### config.mk
export PLATFORM = sky130hd
export DESIGN_NAME = inv_key_sched_flat
export DESIGN_NICKNAME = d
export VERILOG_FILES = /design/src/rtl/aes_pkg.sv /design/src/rtl/inv_key_sched_if.sv /design/src/rtl/sbox.sv /design/src/rtl/sub_word.sv /design/src/rtl/inv_key_sched.sv /design/src/flat_wrapper.sv
export SDC_FILE = /design/constraint.sdc
export NUM_CORES = 1
export LEC_CHECK = 0
export ABC_AREA = 1
export CORE_MARGIN = 3
export CORE_UTILIZATION = 54
export CTS_CLUSTER_DIAMETER = 80
export DETAILED_ROUTE_END_ITERATION = 8
export PLACE_DENSITY = 0.8
export SETUP_SLACK_MARGIN = 0.1
export SLEW_MARGIN = 20
export SYNTH_ARGS = -nofsm -noshare
export SYNTH_HDL_FRONTEND = slang
export SYNTH_SLANG_ARGS = --single-unit
### constraint.sdc
create_clock -name clk -period 3.3 [get_ports clk]
set_input_delay 0.33 -clock clk [delete_from_list [all_inputs] [get_ports clk]]
set_output_delay 0.33 -clock clk [all_outputs]
set_load 0.02 [all_outputs]
### src/rtl/aes_pkg.sv
// Shared AES-128 key-schedule types and word helpers.
package aes_pkg;

  typedef enum logic [1:0] {StIdle, StFwd, StRev} ks_state_t;

  localparam logic [3:0] LastRound = 4'd10;

  // Round constant for rounds 1..10; zero outside that range.
  function automatic logic [7:0] rcon(input logic [3:0] rnd);
    logic [7:0] rc;
    case (rnd)
      4'd1:    rc = 8'h01;
      4'd2:    rc = 8'h02;
      4'd3:    rc = 8'h04;
      4'd4:    rc = 8'h08;
      4'd5:    rc = 8'h10;
      4'd6:    rc = 8'h20;
      4'd7:    rc = 8'h40;
      4'd8:    rc = 8'h80;
      4'd9:    rc = 8'h1b;
      4'd10:   rc = 8'h36;
      default: rc = 8'h00;
    endcase
    return rc;
  endfunction

  function automatic logic [31:0] rot_word(input logic [31:0] w);
    return {w[23:0], w[31:24]};
  endfunction

  // Word 0 is the most significant 32 bits of the key.
  function automatic logic [31:0] get_word(input logic [127:0] k, input logic [1:0] idx);
    logic [31:0] w;
    case (idx)
      2'd0:    w = k[127:96];
      2'd1:    w = k[95:64];
      2'd2:    w = k[63:32];
      default: w = k[31:0];
    endcase
    return w;
  endfunction

endpackage

### src/rtl/inv_key_sched_if.sv
// Key-input / round-key stream handshake bundle for inv_key_sched.
interface inv_key_sched_if;
  logic         start;
  logic [127:0] key;
  logic         rk_ready;
  logic [127:0] round_key;
  logic [3:0]   round;
  logic         rk_valid;
  logic         busy;
  logic         done;

  modport master (
    output start, key, rk_ready,
    input  round_key, round, rk_valid, busy, done
  );

  modport slave (
    input  start, key, rk_ready,
    output round_key, round, rk_valid, busy, done
  );
endinterface

### src/rtl/sbox.sv
// Combinational AES forward S-box.
module sbox (
  input  logic [7:0] in_byte,
  output logic [7:0] out_byte
);
  // Entry 0 sits at the top of the packed table, so ~in_byte selects it.
  localparam logic [255:0][7:0] SboxTab = {
    128'h637c777bf26b6fc53001672bfed7ab76, 128'hca82c97dfa5947f0add4a2af9ca472c0,
    128'hb7fd9326363ff7cc34a5e5f171d83115, 128'h04c723c31896059a071280e2eb27b275,
    128'h09832c1a1b6e5aa0523bd6b329e32f84, 128'h53d100ed20fcb15b6acbbe394a4c58cf,
    128'hd0efaafb434d338545f9027f503c9fa8, 128'h51a3408f929d38f5bcb6da2110fff3d2,
    128'hcd0c13ec5f974417c4a77e3d645d1973, 128'h60814fdc222a908846eeb814de5e0bdb,
    128'he0323a0a4906245cc2d3ac629195e479, 128'he7c8376d8dd54ea96c56f4ea657aae08,
    128'hba78252e1ca6b4c6e8dd741f4bbd8b8a, 128'h703eb5664803f60e613557b986c11d9e,
    128'he1f8981169d98e949b1e87e9ce5528df, 128'h8ca1890dbfe6426841992d0fb054bb16
  };

  assign out_byte = SboxTab[~in_byte];
endmodule

### src/rtl/sub_word.sv
// SubWord: four parallel S-box lookups over a 32-bit word.
module sub_word (
  input  logic [31:0] in_word,
  output logic [31:0] out_word
);
  for (genvar i = 0; i < 4; i++) begin : g_sbox
    sbox u_sbox (
      .in_byte  (in_word[8*i +: 8]),
      .out_byte (out_word[8*i +: 8])
    );
  end
endmodule

### src/rtl/inv_key_sched.sv
// AES-128 decryption key sequencer: expands forward to round 10, then streams keys 10..0
// by inverting the recurrence, sharing one SubWord between both directions.
module inv_key_sched
  import aes_pkg::*;
(
  input  logic           clk,
  input  logic           reset_n,
  inv_key_sched_if.slave bus
);

  ks_state_t    state_q, state_d;
  logic [127:0] key_q, key_d;
  logic [3:0]   round_q, round_d;
  logic         rk_valid_q, rk_valid_d;
  logic         done_q, done_d;

  logic [31:0]  w0, w1, w2, w3, p3, f0, f1, f2;
  logic [31:0]  sub_in, sub_out, mix;
  logic [7:0]   rc;
  logic         rev, hs;

  assign w0  = get_word(key_q, 2'd0);
  assign w1  = get_word(key_q, 2'd1);
  assign w2  = get_word(key_q, 2'd2);
  assign w3  = get_word(key_q, 2'd3);
  assign p3  = w3 ^ w2;
  assign rev = (state_q == StRev);
  assign hs  = rk_valid_q & bus.rk_ready;

  // Forward uses Rcon of the round being produced, reverse that of the round being undone.
  assign sub_in = rev ? rot_word(p3) : rot_word(w3);
  assign rc     = rev ? rcon(round_q) : rcon(round_q + 4'd1);

  sub_word u_sub_word (
    .in_word  (sub_in),
    .out_word (sub_out)
  );

  assign mix = sub_out ^ {rc, 24'h000000};
  assign f0  = w0 ^ mix;
  assign f1  = w1 ^ f0;
  assign f2  = w2 ^ f1;

  always_ff @(posedge clk or negedge reset_n) begin
    if (!reset_n) state_q <= StIdle;
    else          state_q <= state_d;
  end

  always_comb begin
    state_d = state_q;
    unique case (state_q)
      StIdle:  if (bus.start) state_d = StFwd;
      StFwd:   if (round_q == LastRound - 4'd1) state_d = StRev;
      StRev:   if (hs && round_q == 4'd0) state_d = StIdle;
      default: state_d = StIdle;
    endcase
  end

  always_comb begin
    bus.busy      = (state_q != StIdle);
    bus.round_key = key_q;
    bus.round     = round_q;
    bus.rk_valid  = rk_valid_q;
    bus.done      = done_q;
  end

  always_comb begin
    key_d      = key_q;
    round_d    = round_q;
    rk_valid_d = rk_valid_q;
    done_d     = 1'b0;
    unique case (state_q)
      StIdle: begin
        if (bus.start) begin
          key_d   = bus.key;
          round_d = 4'd0;
        end
      end
      StFwd: begin
        key_d   = {f0, f1, f2, w3 ^ f2};
        round_d = round_q + 4'd1;
        if (round_q == LastRound - 4'd1) rk_valid_d = 1'b1;
      end
      StRev: begin
        if (hs) begin
          if (round_q != 4'd0) begin
            key_d   = {f0, w1 ^ w0, w2 ^ w1, p3};
            round_d = round_q - 4'd1;
          end else begin
            rk_valid_d = 1'b0;
            done_d     = 1'b1;
          end
        end
      end
      default: ;
    endcase
  end

  always_ff @(posedge clk or negedge reset_n) begin
    if (!reset_n) begin
      key_q      <= '0;
      round_q    <= '0;
      rk_valid_q <= 1'b0;
      done_q     <= 1'b0;
    end else begin
      key_q      <= key_d;
      round_q    <= round_d;
      rk_valid_q <= rk_valid_d;
      done_q     <= done_d;
    end
  end

endmodule

### src/flat_wrapper.sv
// flat-port wrapper written by rule: the top's interface ports become plain ports
module inv_key_sched_flat import aes_pkg::*;
  (clk, reset_n, bus_start, bus_key, bus_rk_ready, bus_round_key, bus_round, bus_rk_valid, bus_busy, bus_done);
  inv_key_sched_if bus_i ();
  input  logic clk;
  input  logic reset_n;
  input wire logic [$bits(bus_i.start)-1:0] bus_start;
  input wire logic [$bits(bus_i.key)-1:0] bus_key;
  input wire logic [$bits(bus_i.rk_ready)-1:0] bus_rk_ready;
  output wire logic [$bits(bus_i.round_key)-1:0] bus_round_key;
  output wire logic [$bits(bus_i.round)-1:0] bus_round;
  output wire logic [$bits(bus_i.rk_valid)-1:0] bus_rk_valid;
  output wire logic [$bits(bus_i.busy)-1:0] bus_busy;
  output wire logic [$bits(bus_i.done)-1:0] bus_done;
  assign bus_i.start = bus_start;
  assign bus_i.key = bus_key;
  assign bus_i.rk_ready = bus_rk_ready;
  assign bus_round_key = bus_i.round_key;
  assign bus_round = bus_i.round;
  assign bus_rk_valid = bus_i.rk_valid;
  assign bus_busy = bus_i.busy;
  assign bus_done = bus_i.done;
  inv_key_sched u_core (.clk(clk), .reset_n(reset_n), .bus(bus_i));
endmodule
==> impl_metrics.yaml, run 1 <==
yosys:
  yosys-top-cells-count: "1360 x sky130_fd_sc_hd__nand3_1, 1167 x sky130_fd_sc_hd__nand2_1, 325 x sky130_fd_sc_hd__nor2_1, 267 x sky130_fd_sc_hd__inv_1, 200 x sky130_fd_sc_hd__o21ai_0"
  share_of_synthesized_cell_area_in_full_adder_half_adder_and_majority_cells_pct: 3.89
  synthDominantCellAreaShare_pct: 29.4
  postSynth.asyncResetShare_pct: 100
  synthesis.instances: 4302
  ys_seq_elements: 136
  largest_family_of_logic_cells_by_synthesized_area: "simple AND/OR/NAND/NOR gates"
  synth.most_common_cell: "sky130_fd_sc_hd__nand3_1"
  synth_edf_count: 0
  synth_largest_area_cell: "sky130_fd_sc_hd__nand3_1"
  synth.top_cells.by_area: "sky130_fd_sc_hd__nand3_1 29%, sky130_fd_sc_hd__nand2_1 19%, sky130_fd_sc_hd__dfrtp_1 15%"
  yosysUniqueCellTypes: 50
  synth-xor-area-share_pct: 0.416
  yosys_warnings: 0
  synth.avg_cell_area_um2: 5.39
  yosys.area_share.simple_pct: 56.4
  postSynth.topFlopCell: "sky130_fd_sc_hd__dfrtp_1"
  synthesized_area_fraction_occupied_by_ao_oa_aoi_and_oai_cells_pct: 14.3
  synthMuxAreaShare_pct: 0
  synth_seq_area_share_pct: 14.7
  syn_nets: 4506
  post_synth_design_cell_area_um2: 23200
clock_tree:
  clock_tree.buffer_depth: 2
  numCtsBuffers: 17
  cts.sink_count: 136
  root_buffer: "sky130_fd_sc_hd__clkbuf_16"
  htreeDepth: 4
global_route:
  grt_start_max_net_pins: 90
floorplanning:
  chipHeight_um: 213
  starting_density_pct: 55.0
  num_io_pins: 267
  std_cell_rows: 75
  floorplan.die.width_um: 213
sta:
  worst_path_endpoint_category: "register data pin"
  grt_worst_setup_endpoint: "u_core.bus.round_key[30]$_DFFE_PN0P_/D"
outcome:
  outcome: "stopped before the end"
  flow.stopped_at: "global routing (5_1_grt)"
  firstError: "[ERROR DPL-0038] Utilization greater than 100%, impossible to legalize"
place:
  gp_congestion: 1.21
  detailedPlacementHpwl_um: 86600
  io_buffers: 266
  placement.setup.worst_slack_ps: -399
timing repair:
| item | in CTS |
|---|---|
| setup buffers | 117 |
| endpoints found under the setup margin | 113 |
| cloned | 10 |
| pin swaps | 295 |
| hold endpoints to repair | 26 |
| gates resized for setup | 1045 |
| hold buffers | 1 |
logic make-up after synthesis:
| kind of cell | after synthesis |
|---|---|
| flip-flops | 136 |
| XOR/XNOR | 11 |
| adder cells (fa/ha/maj) | 72 |
| buffers and inverters | 553 |
| AND/OR/NAND/NOR | 2947 |
| AO/OA/AOI/OAI | 583 |
metrics by stage:
| stage | utilization, % | area [um^2] | hold slack, ps | TNS [ps] | cells |
|---|---|---|---|---|---|
| after CTS | 85.6 | 36100 | 423 | -0.375 | 5531 |
| after detailed placement | 71.5 | 30100 | 518 | -19690 | 5373 |
| after global placement | 71.5 | 30100 | 517 | -12240 | 5373 |
| after floorplan | - | 23200 | 34.4 | 0 | 4302 |
==> run 2: changes to the inputs <==
Settings changed: CORE_UTILIZATION 54 to 40, CTS_CLUSTER_DIAMETER 80 to default, PLACE_DENSITY 0.8 to default, PLACE_DENSITY_LB_ADDON from default to 0.15, SETUP_SLACK_MARGIN 0.1 to default.
Clock period 3.3 ns to 4.29 ns, I/O delays scaled along.
==> run 2 against run 1 <==
The flow now finishes without violations. Area after synthesis unchanged. Synthesized cell count unchanged.
==> impl_metrics.yaml, run 2 <==
outcome:
  outcome: "complete, no violations"
clock_tree:
  htreeDepth: 4
  root_buffer: "sky130_fd_sc_hd__clkbuf_16"
  numCtsBuffers: 17
  clock_tree.buffer_depth: 2
  cts_tree: "yes"
  cts.sink_count: 136
  holdBufCountCts: 0
  clock_insertion_delay_worst_skew_ps: 500
  clk_transition_reported_paths_ps: 70
sta:
  finClkSkew_ps: 19.2
  post-route-period-util_pct: 94.2
  timing.slew.headroom_pct: 35.7
  report.final.hold_viol_count: 0
  report.final.setup_viol: 0
  fmax_mhz: 247
  tightest_slew_ps: 964
  slew_violations: 0
  post-route-min-period_ps: 4040
  fin_tns_setup_ps: 0
  unrepaired_setup_endpoints_after_global_routing: "false"
yosys:
  synth.most_common_cell: "sky130_fd_sc_hd__nand3_1"
  postSynth.topFlopCell: "sky130_fd_sc_hd__dfrtp_1"
  synth_seq_area_share_pct: 14.7
  synth_edf_count: 0
  synth.avg_cell_area_um2: 5.39
  synthDominantCellAreaShare_pct: 29.4
  yosys-top-cells-count: "1360 x sky130_fd_sc_hd__nand3_1, 1167 x sky130_fd_sc_hd__nand2_1, 325 x sky130_fd_sc_hd__nor2_1, 267 x sky130_fd_sc_hd__inv_1, 200 x sky130_fd_sc_hd__o21ai_0"
  post_synth_design_cell_area_um2: 23200
  synthesis.instances: 4302
  postSynth.asyncResetShare_pct: 100
  ys_seq_elements: 136
  yosysUniqueCellTypes: 50
  synth.top_cells.by_area: "sky130_fd_sc_hd__nand3_1 29%, sky130_fd_sc_hd__nand2_1 19%, sky130_fd_sc_hd__dfrtp_1 15%"
  syn_nets: 4506
  synth_largest_area_cell: "sky130_fd_sc_hd__nand3_1"
  yosys_warnings: 0
floorplanning:
  num_io_pins: 267
  floorplan.die.width_um: 247
  chipHeight_um: 247
  core_area_um2: 56800
  std_cell_rows: 87
  starting_density_pct: 40.8
  fp.dieArea_um2: 60900
drt:
  drt_total_wl_um: 119000
  wl_per_cell_um: 22.7
  drt_pre_antenna_iters: 7
  antenna_left: 0
  drt_drc_violations_left: 0
  route.detailed.vias_per_inst: 6.17
  detailroute.via_count: 32393
  drt-initial-drc-count: 5358
setup_path:
  cell_chain_critical_path: "inv_2 > ha_4 > buf_12 > nand3_1 > nand2_2 > nand2_1 > nand3_1 > nand3_1 > nand2_1 > nand2_1 > nand3_1 > nand3_1 > nand2_1 > nand2_1 > nand3_1 > nand2_1 > nand2_1 > nand3_1 > nand3_1 > nand2_1 > nand2_1 > nand2_1"
  max_stage_delay_ps: 490
  critical_path.most_common_cell: "sky130_fd_sc_hd__nand2_1"
  timing.critical_path.from_type: "register"
  timing.critical_path.required_ps: 4680
  worst_r2r_endpoint: "u_core.bus.round_key[11]"
  cp-end-kind: "register"
  timing.reg2reg.worst_path_depth: 22
  critPathKind: "reg2reg"
  crit_path_top_delay_cell: "sky130_fd_sc_hd__nand2_1"
  register_to_register_setup_slack_ps: 250
  worstReg2RegStart: "u_core.state_q[0]"
  timing.critical_path.fanout_max: 27
  critical_path_arrival_ps: 4430
min_path:
  holdCritPathClass: "in2async"
global_route:
  grt_antenna_before_repair: 2
  grt_resource_usage_total_pct: 37.8
  grt_start_max_net_pins: 113
  grt.overflow.total: 0
  number_of_global_route_vias_before_repair: 28862
  grt_pass1_wl_um: 178000
place:
  detailedPlacementHpwl_um: 87400
  io_buffers: 266
  gp_congestion: 1.07
final_layout:
  commonest_cells_after_routing_fill_and_taps_aside: "1359 x sky130_fd_sc_hd__nand3_1, 1165 x sky130_fd_sc_hd__nand2_1, 322 x sky130_fd_sc_hd__nor2_1"
  layout_commonest_cell: "sky130_fd_sc_hd__nand3_1"
  multiInputGateArea_um2: 17500
  n_fill_cell: 6165
  fraction_of_layout_instances_using_a_drive_strength_above_1_pct: 7.03
  number_of_flip_flops_in_the_largest_register: 128
  nNetsFinal: 4684
  final-seq-area_um2: 3400
  area_growth_syn_to_layout_pct: 19.6
flow_run:
  timing.max_cap.violations: 0
==> run 2: worst max-delay path by stage <==
stage | start | endpoint | slack [ps] | depth (start not counted)
2_1_floorplan | u_core.state_q[0] | u_core.bus.round_key[19] | 860 | 29
4_1_cts | u_core.state_q[0] | u_core.bus.round_key[61] | 260 | 26
6_report | u_core.state_q[0] | u_core.bus.round_key[11] | 250 | 22
3_3_place_gp | u_core.state_q[0] | u_core.bus.round_key[35] | 260 | 24
5_1_grt | u_core.state_q[0] | u_core.bus.round_key[46] | 8 | 20
3_5_place_dp | u_core.state_q[0] | u_core.bus.round_key[61] | 260 | 26
==> run 2: area by class of cell <==
type	instances	share of cell area [%]
sequential	136	12.3
clock inverter	14	0.591
timing repair buffer	425	15.0
tap	756	3.41
clock buffer	18	1.55
inverter	287	3.90
antenna	3	0.0271
multi-input combinational	3613	63.2
==> run 2: worst max-delay path, delay by kind of cell, from the launching register on <==
kind | cells | cell delay [ps]
buffers and inverters | 2 | 350
DFF | 1 | 440
adders and majority gates | 1 | 170
and+or+nand+nor | 19 | 2910
==> run 2: per-stage QoR <==
step | area, um^2 | worst slack, ps | std cells | util (%) | hold slack, ps
after global routing | 27700 | 8.34 | 5252 | 48.8 | 76.0
after floorplan | 23200 | 863 | 4302 | - | 133
after CTS | 27700 | 257 | 5249 | 48.7 | 43.9
after detailed placement | 27100 | 264 | 5217 | 47.7 | 540
final | 27700 | 248 | 5252 | 48.8 | 18.3
after global placement | 27100 | 263 | 5217 | 47.7 | 533
==> run 2: timing repair <==
item                       CTS  global route
resized for setup            0             9
hold endpoints to repair     0             0
setup endpoints to repair    0            50
buffers inserted             0             0
==> run 2: layer usage <==
layer | part of all wire (%) | GRT usage (%)
met2 | 42 | 55.7
met3 | 13 | 9.68
met1 | 40 | 51.3
met5 | 0 | 0
met4 | 5.1 | 17.8
==> run 2: cell families (layout without fill, tap and decap cells) <==
family                   count (synthesis)  in the layout  share of synthesized area, %
adder cells (fa/ha/maj)                 72             72                          3.89
XOR/XNOR                                11             11                         0.416
buffers and inverters                  553            744                          10.3
other                                    0              3                             0
AND/OR/NAND/NOR                       2947           2947                          56.4
flip-flops                             136            136                          14.7
AO/OA/AOI/OAI                          583            583                          14.3
Power of run 2 is left out: the tool's default activity adds up to more than one toggle a clock period on the data nets, which glitch-free logic cannot reach.
